==> src/rtl/mul_share_pkg.sv <==
`default_nettype none
// ----------------------------------------------------------------------
// mul_share_pkg : shared types and sizing helpers for mul_share_arbiter
// rev 1.0
// ----------------------------------------------------------------------
package mul_share_pkg;

  typedef enum logic [1:0] {
    IDLE = 2'd0,
    RUN  = 2'd1,
    RESP = 2'd2
  } state_e;

  localparam int DEF_W       = 16;
  localparam int DEF_TIMEOUT = 32;

  function automatic int cnt_width(input int timeout);
    return (timeout > 2) ? $clog2(timeout) : 1;
  endfunction

  function automatic int idx_width(input int n);
    return (n > 1) ? $clog2(n) : 1;
  endfunction

endpackage
`default_nettype wire

==> src/rtl/rr_arbiter.sv <==
`default_nettype none
// ----------------------------------------------------------------------
// rr_arbiter : combinational round-robin pick, search starts after last_grant
// rev 1.0
// ----------------------------------------------------------------------
module rr_arbiter
  import mul_share_pkg::*;
#(
  parameter  int NREQ = 4,
  localparam int IW   = idx_width(NREQ)
) (
  input  logic [NREQ-1:0] req_i,
  input  logic [IW-1:0]   last_grant_i,
  input  logic            enable_i,
  output logic [NREQ-1:0] grant_o,
  output logic [IW-1:0]   grant_idx_o
);

  logic [IW-1:0] kk;
  logic          found;

  always_comb begin
    grant_o     = '0;
    grant_idx_o = '0;
    kk          = '0;
    found       = 1'b0;
    if (enable_i) begin
      for (int i = 1; i <= NREQ; i++) begin
        kk = IW'((int'(last_grant_i) + i) % NREQ);
        if (!found && req_i[kk]) begin
          grant_o[kk] = 1'b1;
          grant_idx_o = kk;
          found       = 1'b1;
        end
      end
    end
  end

endmodule
`default_nettype wire

==> src/rtl/mul_share_arbiter.sv <==
`default_nettype none
// ----------------------------------------------------------------------
// mul_share_arbiter : shares one sequential multiplier core among NREQ clients
// rev 1.0
// ----------------------------------------------------------------------
module mul_share_arbiter
  import mul_share_pkg::*;
#(
  parameter int NREQ    = 4,
  parameter int W       = DEF_W,
  parameter int TIMEOUT = DEF_TIMEOUT
) (
  input  logic              clk,
  input  logic              rst,
  input  logic [NREQ-1:0]   req_valid,
  output logic [NREQ-1:0]   req_ready,
  input  logic [NREQ*W-1:0] req_a,
  input  logic [NREQ*W-1:0] req_b,
  output logic [NREQ-1:0]   rsp_valid,
  input  logic [NREQ-1:0]   rsp_ready,
  output logic [2*W-1:0]    rsp_y,
  output logic              rsp_err,
  output logic              mul_start,
  output logic [W-1:0]      mul_ain,
  output logic [W-1:0]      mul_bin,
  input  logic              mul_done,
  input  logic [2*W-1:0]    mul_yout,
  output logic              busy,
  output logic              err_timeout
);

  localparam int            IW       = idx_width(NREQ);
  localparam int            CW       = cnt_width(TIMEOUT);
  localparam logic [CW-1:0] CNT_LAST = CW'(TIMEOUT - 1);

  state_e          state_q, state_d;
  logic [W-1:0]    a_q, a_d, b_q, b_d;
  logic [IW-1:0]   g_q, g_d, last_q, last_d;
  logic [CW-1:0]   cnt_q, cnt_d;
  logic [2*W-1:0]  y_q, y_d;
  logic            rerr_q, rerr_d, to_q, to_d;
  logic [NREQ-1:0] arb_grant;
  logic [IW-1:0]   arb_idx;

  rr_arbiter #(.NREQ(NREQ)) u_arb (
    .req_i        (req_valid),
    .last_grant_i (last_q),
    .enable_i     (state_q == IDLE),
    .grant_o      (arb_grant),
    .grant_idx_o  (arb_idx)
  );

  always_ff @(posedge clk) begin
    if (rst) begin
      state_q <= IDLE;
      a_q     <= '0;
      b_q     <= '0;
      g_q     <= '0;
      last_q  <= IW'(NREQ - 1);  // lane 0 wins the first search
      cnt_q   <= '0;
      y_q     <= '0;
      rerr_q  <= 1'b0;
      to_q    <= 1'b0;
    end else begin
      state_q <= state_d;
      a_q     <= a_d;
      b_q     <= b_d;
      g_q     <= g_d;
      last_q  <= last_d;
      cnt_q   <= cnt_d;
      y_q     <= y_d;
      rerr_q  <= rerr_d;
      to_q    <= to_d;
    end
  end

  always_comb begin
    state_d   = state_q;
    a_d       = a_q;
    b_d       = b_q;
    g_d       = g_q;
    last_d    = last_q;
    cnt_d     = cnt_q;
    y_d       = y_q;
    rerr_d    = rerr_q;
    to_d      = to_q;
    req_ready = '0;
    rsp_valid = '0;
    mul_start = 1'b0;
    case (state_q)
      IDLE: begin
        if (|arb_grant) begin
          req_ready = arb_grant;
          a_d       = req_a[int'(arb_idx)*W +: W];
          b_d       = req_b[int'(arb_idx)*W +: W];
          g_d       = arb_idx;
          last_d    = arb_idx;
          cnt_d     = '0;
          state_d   = RUN;
        end
      end
      RUN: begin
        mul_start = 1'b1;
        // a done in the final watchdog cycle still counts as success
        if (mul_done) begin
          y_d     = mul_yout;
          rerr_d  = 1'b0;
          state_d = RESP;
        end else if (cnt_q == CNT_LAST) begin
          y_d     = '0;
          rerr_d  = 1'b1;
          to_d    = 1'b1;
          state_d = RESP;
        end else begin
          cnt_d = cnt_q + CW'(1);
        end
      end
      RESP: begin
        rsp_valid[g_q] = 1'b1;
        if (rsp_ready[g_q]) state_d = IDLE;
      end
      default: state_d = IDLE;
    endcase
  end

  assign busy        = (state_q != IDLE);
  assign mul_ain     = a_q;
  assign mul_bin     = b_q;
  assign rsp_y       = y_q;
  assign rsp_err     = rerr_q;
  assign err_timeout = to_q;

endmodule
`default_nettype wire
==> config.mk <==
export PLATFORM = sky130hd
export DESIGN_NAME = mul_share_arbiter
export DESIGN_NICKNAME = d
export VERILOG_FILES = /design/src/rtl/mul_share_pkg.sv /design/src/rtl/rr_arbiter.sv /design/src/rtl/mul_share_arbiter.sv
export SDC_FILE = /design/constraint.sdc
export NUM_CORES = 1
export LEC_CHECK = 0
export ABC_CLOCK_PERIOD_IN_PS = 5050
export CAP_MARGIN = 10
export CORE_AREA = 2 2 97 99
export CTS_BUF_LIST = sky130_fd_sc_hd__clkbuf_2
export DETAILED_ROUTE_END_ITERATION = 7
export DIE_AREA = 0 0 99 101
export DONT_BUFFER_PORTS = 1
export GPL_ROUTABILITY_DRIVEN = 0
export SKIP_LAST_GASP = 1
export SLEW_MARGIN = 20
export SYNTH_ARGS = -nofsm -noshare
export SYNTH_HDL_FRONTEND = slang
export SYNTH_HIERARCHICAL = 1
export SYNTH_SLANG_ARGS = --single-unit
==> constraint.sdc <==
create_clock -name clk -period 5.05 [get_ports clk]
set_clock_uncertainty 0.1 [all_clocks]
set_input_delay 1.01 -clock clk [delete_from_list [all_inputs] [get_ports clk]]
set_output_delay 1.01 -clock clk [all_outputs]
set_load 0.01 [all_outputs]
-- Word level (Yosys, flattened, before mapping)
Index checks and enable logic that the tools add are counted.
- bits in registers: 77
- input port bits: 171
- output and inout bits: 76
- word-level logic and storage cells: 115
- add/sub/neg operators: 5
- order comparisons: 10
- eq/ne operators: 8
- shift-type cells: 2
- mux-type cells: 56
- bitwise logic cells: 4
- reduce and logical (&&, ||, !) cells: 21
- operators by type and width (cell ; number):
    $shiftx A64 B7 Y16 ; 2
    $mux W32 ; 2
    $mux W4 ; 11
    $mux W1 ; 19
    $mux W2 ; 9
    $lt A2 B3 Y1 const B ; 5
    $mux W5 ; 3
    $or A4 B4 Y4 ; 3
    $bmux W1 S2 ; 5
    $demux W1 S2 ; 5
    $ge A2 B1 Y1 const B ; 5
    $pmux W5 S2 ; 1
    $logic_and A1 B1 Y1 ; 8
    $ne A2 B2 Y1 const B ; 4
    $pmux W2 S3 ; 1
    $reduce_and A3 Y1 ; 2
    $reduce_bool A2 Y1 ; 3
    $add A5 B1 Y5 const B ; 1
    $eq A5 B5 Y1 const B ; 1
    $add A2 B1 Y2 const B ; 2
    $add A2 B2 Y2 const B ; 2
    $reduce_and A2 Y1 ; 2
    $reduce_and A4 Y1 ; 1
    $reduce_or A4 Y1 ; 1
    6 further kinds ; 8

-- Logic depth before layout (Yosys ltp)
- depth after elaboration: 20
- depth in mapped cells: 12
- depth with buffers taken out: 10

-- Cells and area by module
Netlist, hierarchy kept.
- by module, submodules not included (module ; times used ; cells an instance ; area each (um2) ; sequential area each (um2)):
    mul_share_arbiter ; 1 ; 366 ; 3684.8 ; 1541.5
    rr_arbiter ; 1 ; 47 ; 455.4 ; 0.0

-- Least setup slack after synthesis
Ideal clock, no wire load.
- kind: reg2out
- from: register last_q[0]
- to: output port req_ready[0]
- arrival time: 2.440 ns
- data required time: 3.940 ns
- path slack: 1.500 ns
- stages on the path, launching flop included: 9
- buffers on the path: 1
- cells stage by stage: dfxtp_1 buf_6 inv_1 ha_1 mux4_2 nor2b_4 a221o_1 a32o_1 and2_2
- cells in the longest elaborated chain, start to end: 20
- elaborated cells between the ends (all ways): 58
- classes of those cells: 4 x add/sub; 8 x order compare; 32 x mux; 3 x bitwise; 11 x reduce/logical
- RTL lines (what ; line ; text):
    from (decl) ; mul_share_arbiter.sv:38 ; logic [IW-1:0] g_q, g_d, last_q, last_d;
    from (signal assigned) ; mul_share_arbiter.sv:59 ; last_q <= IW'(NREQ - 1);
    from (signal assigned) ; mul_share_arbiter.sv:69 ; last_q <= last_d;
    branches (longest 15 deep; another with $lt A2 B3 Y1) ; - ;
    $mux W4 * ; rr_arbiter.sv:30 ; if (!found && req_i[kk]) begin
    $mux W4 * ; rr_arbiter.sv:27 ; if (enable_i) begin
    via arb_grant[0] ; mul_share_arbiter.sv:42 ; logic [NREQ-1:0] arb_grant;
    $reduce_or A4 Y1 ; mul_share_arbiter.sv:92 ; if (|arb_grant) begin
    $mux W4 * ; mul_share_arbiter.sv:92 ;
    $mux W4 * ; mul_share_arbiter.sv:90 ; case (state_q)
    to (decl) ; mul_share_arbiter.sv:16 ; output logic [NREQ-1:0] req_ready,
Mark *: on every way through the listed nets, which the timed path passes. The select of a mux whose other input is x is not followed.

-- Final worst setup path
- from: register last_q[0]
- to: output port req_ready[3]
Same word-level chain as after synthesis.

==> out/qor.txt <==
Status - finished, final reports clean
Num rows - 35
Final instance area - 4230 um^2
Biggest cell delay along the critical path - 0.77 ns
Reg clk slew, reported paths - 0.23 ns
Clock latency on the worst-skew pair - 0.53 ns
Drt total wl - 10.6 mm
Initial antenna violation count - 0
Crit-path leading delay family - flip-flops
Warnings, synthesis - 6
First-pass GRT wire length - 15.6 mm
Final setup vio count - 0
Yosys reg bits - 77
RSZ-0062 raised after global routing - no
CP Buf/Inv Count - 1
Hold buffers post-CTS - 0
I/O Buffers - 0
Nets - 575
Num ports - 247
WS Path Type - reg2out
Crit path max fanout - 16
GR Util All Layers - 0.198
MaxCap Viol Count - 0
Syn_nets - 594
Rel. slew slack - 0.429
Drt wl/cell - 20.8 um
Final Non-Filler Cells - 510
Post-synth EDFFs - 0
Hpwl dp - 7.76 mm
Mapped Area - 4140 um^2
DP Area - 4100 um^2
Die ar. - 10000 um^2
Ys async rst share - 0
Critical path, cell by cell - inv_1, ha_1, mux4_2, nor2b_4, a221o_1, a32o_1, and2_1
Die Span X - 99 um
Vias per cell - 6.13
CTS root buf - clkbuf_2
Crit share post-route - 0.894
Max VDD drop - 0.000422 V
Top FF cell, synth - dfxtp_1
Startpoint Class - register
Final min period - 4.52 ns
CTS buffer count - 9
Commonest non-fill, non-tap cell in the layout - dfxtp_1
Final Power - 2.97 mW
LEAKAGE - 1.52 nW
H-tree levels - 3
Largest net degree at the start of global routing - 79
Min-Delay Path Depth - 2
CP required - 3.94 ns
Die Y - 101 um
Achievable frequency - 0.221 GHz
Slew @ Worst Pin - 0.857 ns
Total global routing overflow - 0
Worst hold path class - reg2reg
Commonest cells after routing, fill and taps aside - dfxtp_1 (77), nand2_1 (73), nor2_1 (39), a22oi_1 (35), mux4_2 (34)
Clk buf depth - 2
CTS resizes - 0
CTS sink cnt - 77
Vias in the first global route - 3004
Slowest CP cell - dfxtp_1
Post-Route Utilization - 0.472
Pre-antenna DRT Iters - 5
Pre-CTS WS - 0.982 ns
Crit path capture type - output pin
Antenna-violating nets left - 0
R2R cell count - 10
Post-synthesis sequential area ratio - 0.372
Diodes inserted - 0
Arrival @ worst endpoint - 3.41 ns
CTS tree - built
Initial Util - 0.461
Setup Fix Bufs, Post-CTS - 0
Share of layout cells above drive strength 1 - 0.195
Avg Cell Area, Syn - 10.0 um^2
CORE AREA - 8980 um^2
Hold WS - 0.397 ns
Pwr/cell area - 702 nW/um^2
Drt drc - 0
Max-slew violations - 0
Area added between synthesis and finish - 2.27%
Final hold violation count - 0
TNS Setup - 0 ns
Syn Inst Count - 413
Violation count after the first detailed-route iteration - 144
DR vias - 3126
Distinct cells, synth - 54
Final setup margin - 0.534 ns
Critical path depth - 7
Inst Count DP - 493
-- routing by layer --
layer	part of all wire	vias to the layer above	global-route usage
met5	0	-	0
met4	0.016	0	0.0738
met3	0.095	17	0.0680
met2	0.52	171	0.353
met1	0.37	1471	0.219
li1	-	1467	-
-- registers in the layout, summed over array words and instances, names as in the netlist --
signal       count
mul_ain         16
err_timeout      1
state_q          2
mul_bin         16
cnt_q            5
rsp_err          1
g_q              2
last_q           2
rsp_y           32
-- power by group --
group | internal [mW] | switching [mW]
logic | 0.789 | 0.938
clock network | 0.0761 | 0.245
registers | 0.742 | 0.181
-- synthesized netlist by cell type, types with 3 or more instances --
library cell	n	area (um^2)
dfxtp_1	77	1540
nand2_1	73	274
nor2_1	39	146
a22oi_1	35	263
mux4_2	34	766
a21oi_1	33	165
buf_2	12	60.1
clkbuf_1	10	37.5
ha_1	10	125
inv_1	7	26.3
a21oi_2	6	52.6
and2_1	6	37.5
buf_4	6	45.0
a221o_1	5	50.1
mux2i_1	5	50.1
a32o_1	4	40.0
nor2b_1	4	25.0
buf_8	3	45.0
nor3b_1	3	22.5
or2b_1	3	22.5
-- worst min-delay path, stage by stage, from the launching register on --
cell,delay (ns)
dfxtp_1,0.38
o21ai_2,0.06
a211oi_2,0.05
-- kinds of logic after synthesis --
logic type      Yosys count  synth area share
simple gates            146             0.161
fa+ha+maj                10            0.0302
xor+xnor                  1           0.00212
buf+inv                  41            0.0571
mux                      42             0.209
compound gates           96             0.168
flops                    77             0.372
-- final timing paths --
| check | start | to | slack, ns |
|---|---|---|---|
| worst max-delay path | last_q[0]$_SDFFE_PP1P_ | req_ready[3] | 0.53 |
| worst min-delay path | cnt_q[3]$_SDFFE_PP0P_ | cnt_q[3]$_SDFFE_PP0P_ | 0.40 |
| worst max register to register | last_q[0]$_SDFFE_PP1P_ | mul_ain[2]$_SDFFE_PP0P_ | 0.99 |
| worst min register to register | cnt_q[3]$_SDFFE_PP0P_ | cnt_q[3]$_SDFFE_PP0P_ | 0.40 |
-- final cells by class --
type | count | area [um^2]
Clock buffer | 9 | 45.0
Clock inverter | 7 | 63.8
Fill cell | 865 | 4740
Inverter | 7 | 26.3
Multi-Input combinational cell | 295 | 2380
Sequential cell | 77 | 1540
Tap cell | 111 | 139
Timing Repair Buffer | 4 | 37.5
No activity file was read; power rests on OpenSTA's default activity.
==> RTL edit (same flow settings) <==
Re-encode `state_e` (3 states) as one-hot, 3 bits wide.
--- a/src/rtl/mul_share_pkg.sv
+++ b/src/rtl/mul_share_pkg.sv
@@ -5,10 +5,10 @@
 // ----------------------------------------------------------------------
 package mul_share_pkg;
 
-  typedef enum logic [1:0] {
-    IDLE = 2'd0,
-    RUN  = 2'd1,
-    RESP = 2'd2
+  typedef enum logic [2:0] {
+    IDLE = 3'b001,
+    RUN  = 3'b010,
+    RESP = 3'b100
   } state_e;
 
   localparam int DEF_W       = 16;
Function: same outputs for any inputs over 4 cycles, from zero or initial values and one cycle with rst high; so few cycles prove little.
==> RTL edit against the unedited design <==
- power fell by 13%
- die area did not move
- fmax rose by 0.35%
- global-route usage fell by 0.27 points
- design area fell by 0.41%
- setup slack improved by 16 ps
- wire length fell by 1.9%
- area after synthesis fell by 0.51%
- register-to-register slack improved by 20 ps
- sequential cell count rose by 1
- via count fell by 0.96%
- critical path depth did not move
==> RTL edit: results (changes against the unedited design) <==
- Placed Cells: 495 (+0.41%)
- Top post-synthesis cells by area: dfxtp_1 38%, mux4_2 19%, nand2_1 7.0%
- Met1 Track Usage GR: 0.226 (+0.00655)
- Largest net degree at the start of global routing: 76 (-3.8%)
- Post-synthesis cell type count: 48 (-11%)
- Synth Area per Inst: 10.0 sq um (-0.27%)
- Syn_nets: 593 (-0.17%)
- Initial antenna violation count: 1 (+1)
- Met3 Track Usage GR: 0.0777 (+0.00971)
- Clk Latency, worst-skew pair: 490 ps (-40 ps)
- First-pass GRT wire length: 15,400 um (-1.3%)
- Run status: finished, final reports clean
- Least-Margin Pin Slew: 840 ps (-16.4 ps)
- Vias in the first global route: 2,966 (-1.3%)
- Wire per inst: 20.4 um (-2.1%)
- Sw Ratio: 0.443 (-0.0163)
- Clock root buffer master: clkbuf_2
- Avg Vias per Cell: 6.06 (-1.2%)
- Sequential-to-total area share from yosys stat: 0.379 (+0.00678)
- Non-Filler Instances: 511 (+0.20%)
- Drt pass-1 iters: 4 (-1)
- DP Worst Slack: 1050 ps (+66.2 ps)
- Post-synth top cells: 78 x dfxtp_1, 77 x nand2_1, 40 x nor2_1, 38 x a21oi_1, 35 x mux4_2
- GRT Total Usage: 0.196 (-0.00268)
- Number of fill cells: 863 (-0.23%)
- WL met2: 5300 um (-3.2%)
- Routed length on met1: 3940 um (-0.51%)
- Final #Nets: 576 (+0.17%)
- Crit path DAT: 3390 ps (-20 ps)
- Worst IR Drop VDD: 248 uV (-41%)
- Met2 usage in global routing: 0.334 (-0.0192)
- Total length of routed met3 wires: 997 um (-1.5%)
- Pleak: 1.51 nW (-0.64%)
- Share of cells above drive strength 1: 0.188 (-0.00799)
RTL edit: worst max-delay path, stage by stage, from the launching register on:
cell     delay (ps)
dfxtp_1         780
inv_1           230
ha_1            420
mux4_2          530
nor2b_4         160
a221o_1         300
a32o_1          290
and2_1          180
RTL edit: worst paths after layout:
kind / start / endpoint
setup / recovery: last_q[0]$_SDFFE_PP1P_ / req_ready[1]
hold / removal: cnt_q[3]$_SDFFE_PP0P_ / cnt_q[3]$_SDFFE_PP0P_
setup reg to reg: last_q[0]$_SDFFE_PP1P_ / mul_bin[13]$_SDFFE_PP0P_
hold reg to reg: cnt_q[3]$_SDFFE_PP0P_ / cnt_q[3]$_SDFFE_PP0P_
RTL edit: area by class of cell:
| type | instances | area, sq um | share of cell area |
|---|---|---|---|
| Clock inverter | 7 | 66.3 | 0.0157 |
| Inverter | 7 | 31.3 | 0.00742 |
| Tap cell | 111 | 139 | 0.0329 |
| Clock buffer | 9 | 45.0 | 0.0107 |
| Multi-Input combinational cell | 297 | 2360 | 0.559 |
| Timing Repair Buffer | 2 | 15.0 | 0.00356 |
| Sequential cell | 78 | 1560 | 0.370 |
RTL edit: kinds of logic (layout without fill, tap and decap cells):
kind of cell,Yosys count,in the layout,share of synthesized area
AOI/OAI and AO/OA,95,95,0.159
adders and majority gates,10,10,0.0304
and+or+nand+nor,149,149,0.165
muxes,43,43,0.217
buffers and inverters,37,25,0.0498
DFF,78,78,0.379
RTL edit: power groups by stage:
stage | registers, mW | logic, mW | clock network, mW
after global placement | 0.869 | 1.42 | 0
after CTS | 0.857 | 1.44 | 0.332
after detailed placement | 0.870 | 1.44 | 0
after global routing | 0.871 | 1.58 | 0.356
after floorplan | 0.827 | 1.34 | 0
final | 0.855 | 1.42 | 0.317
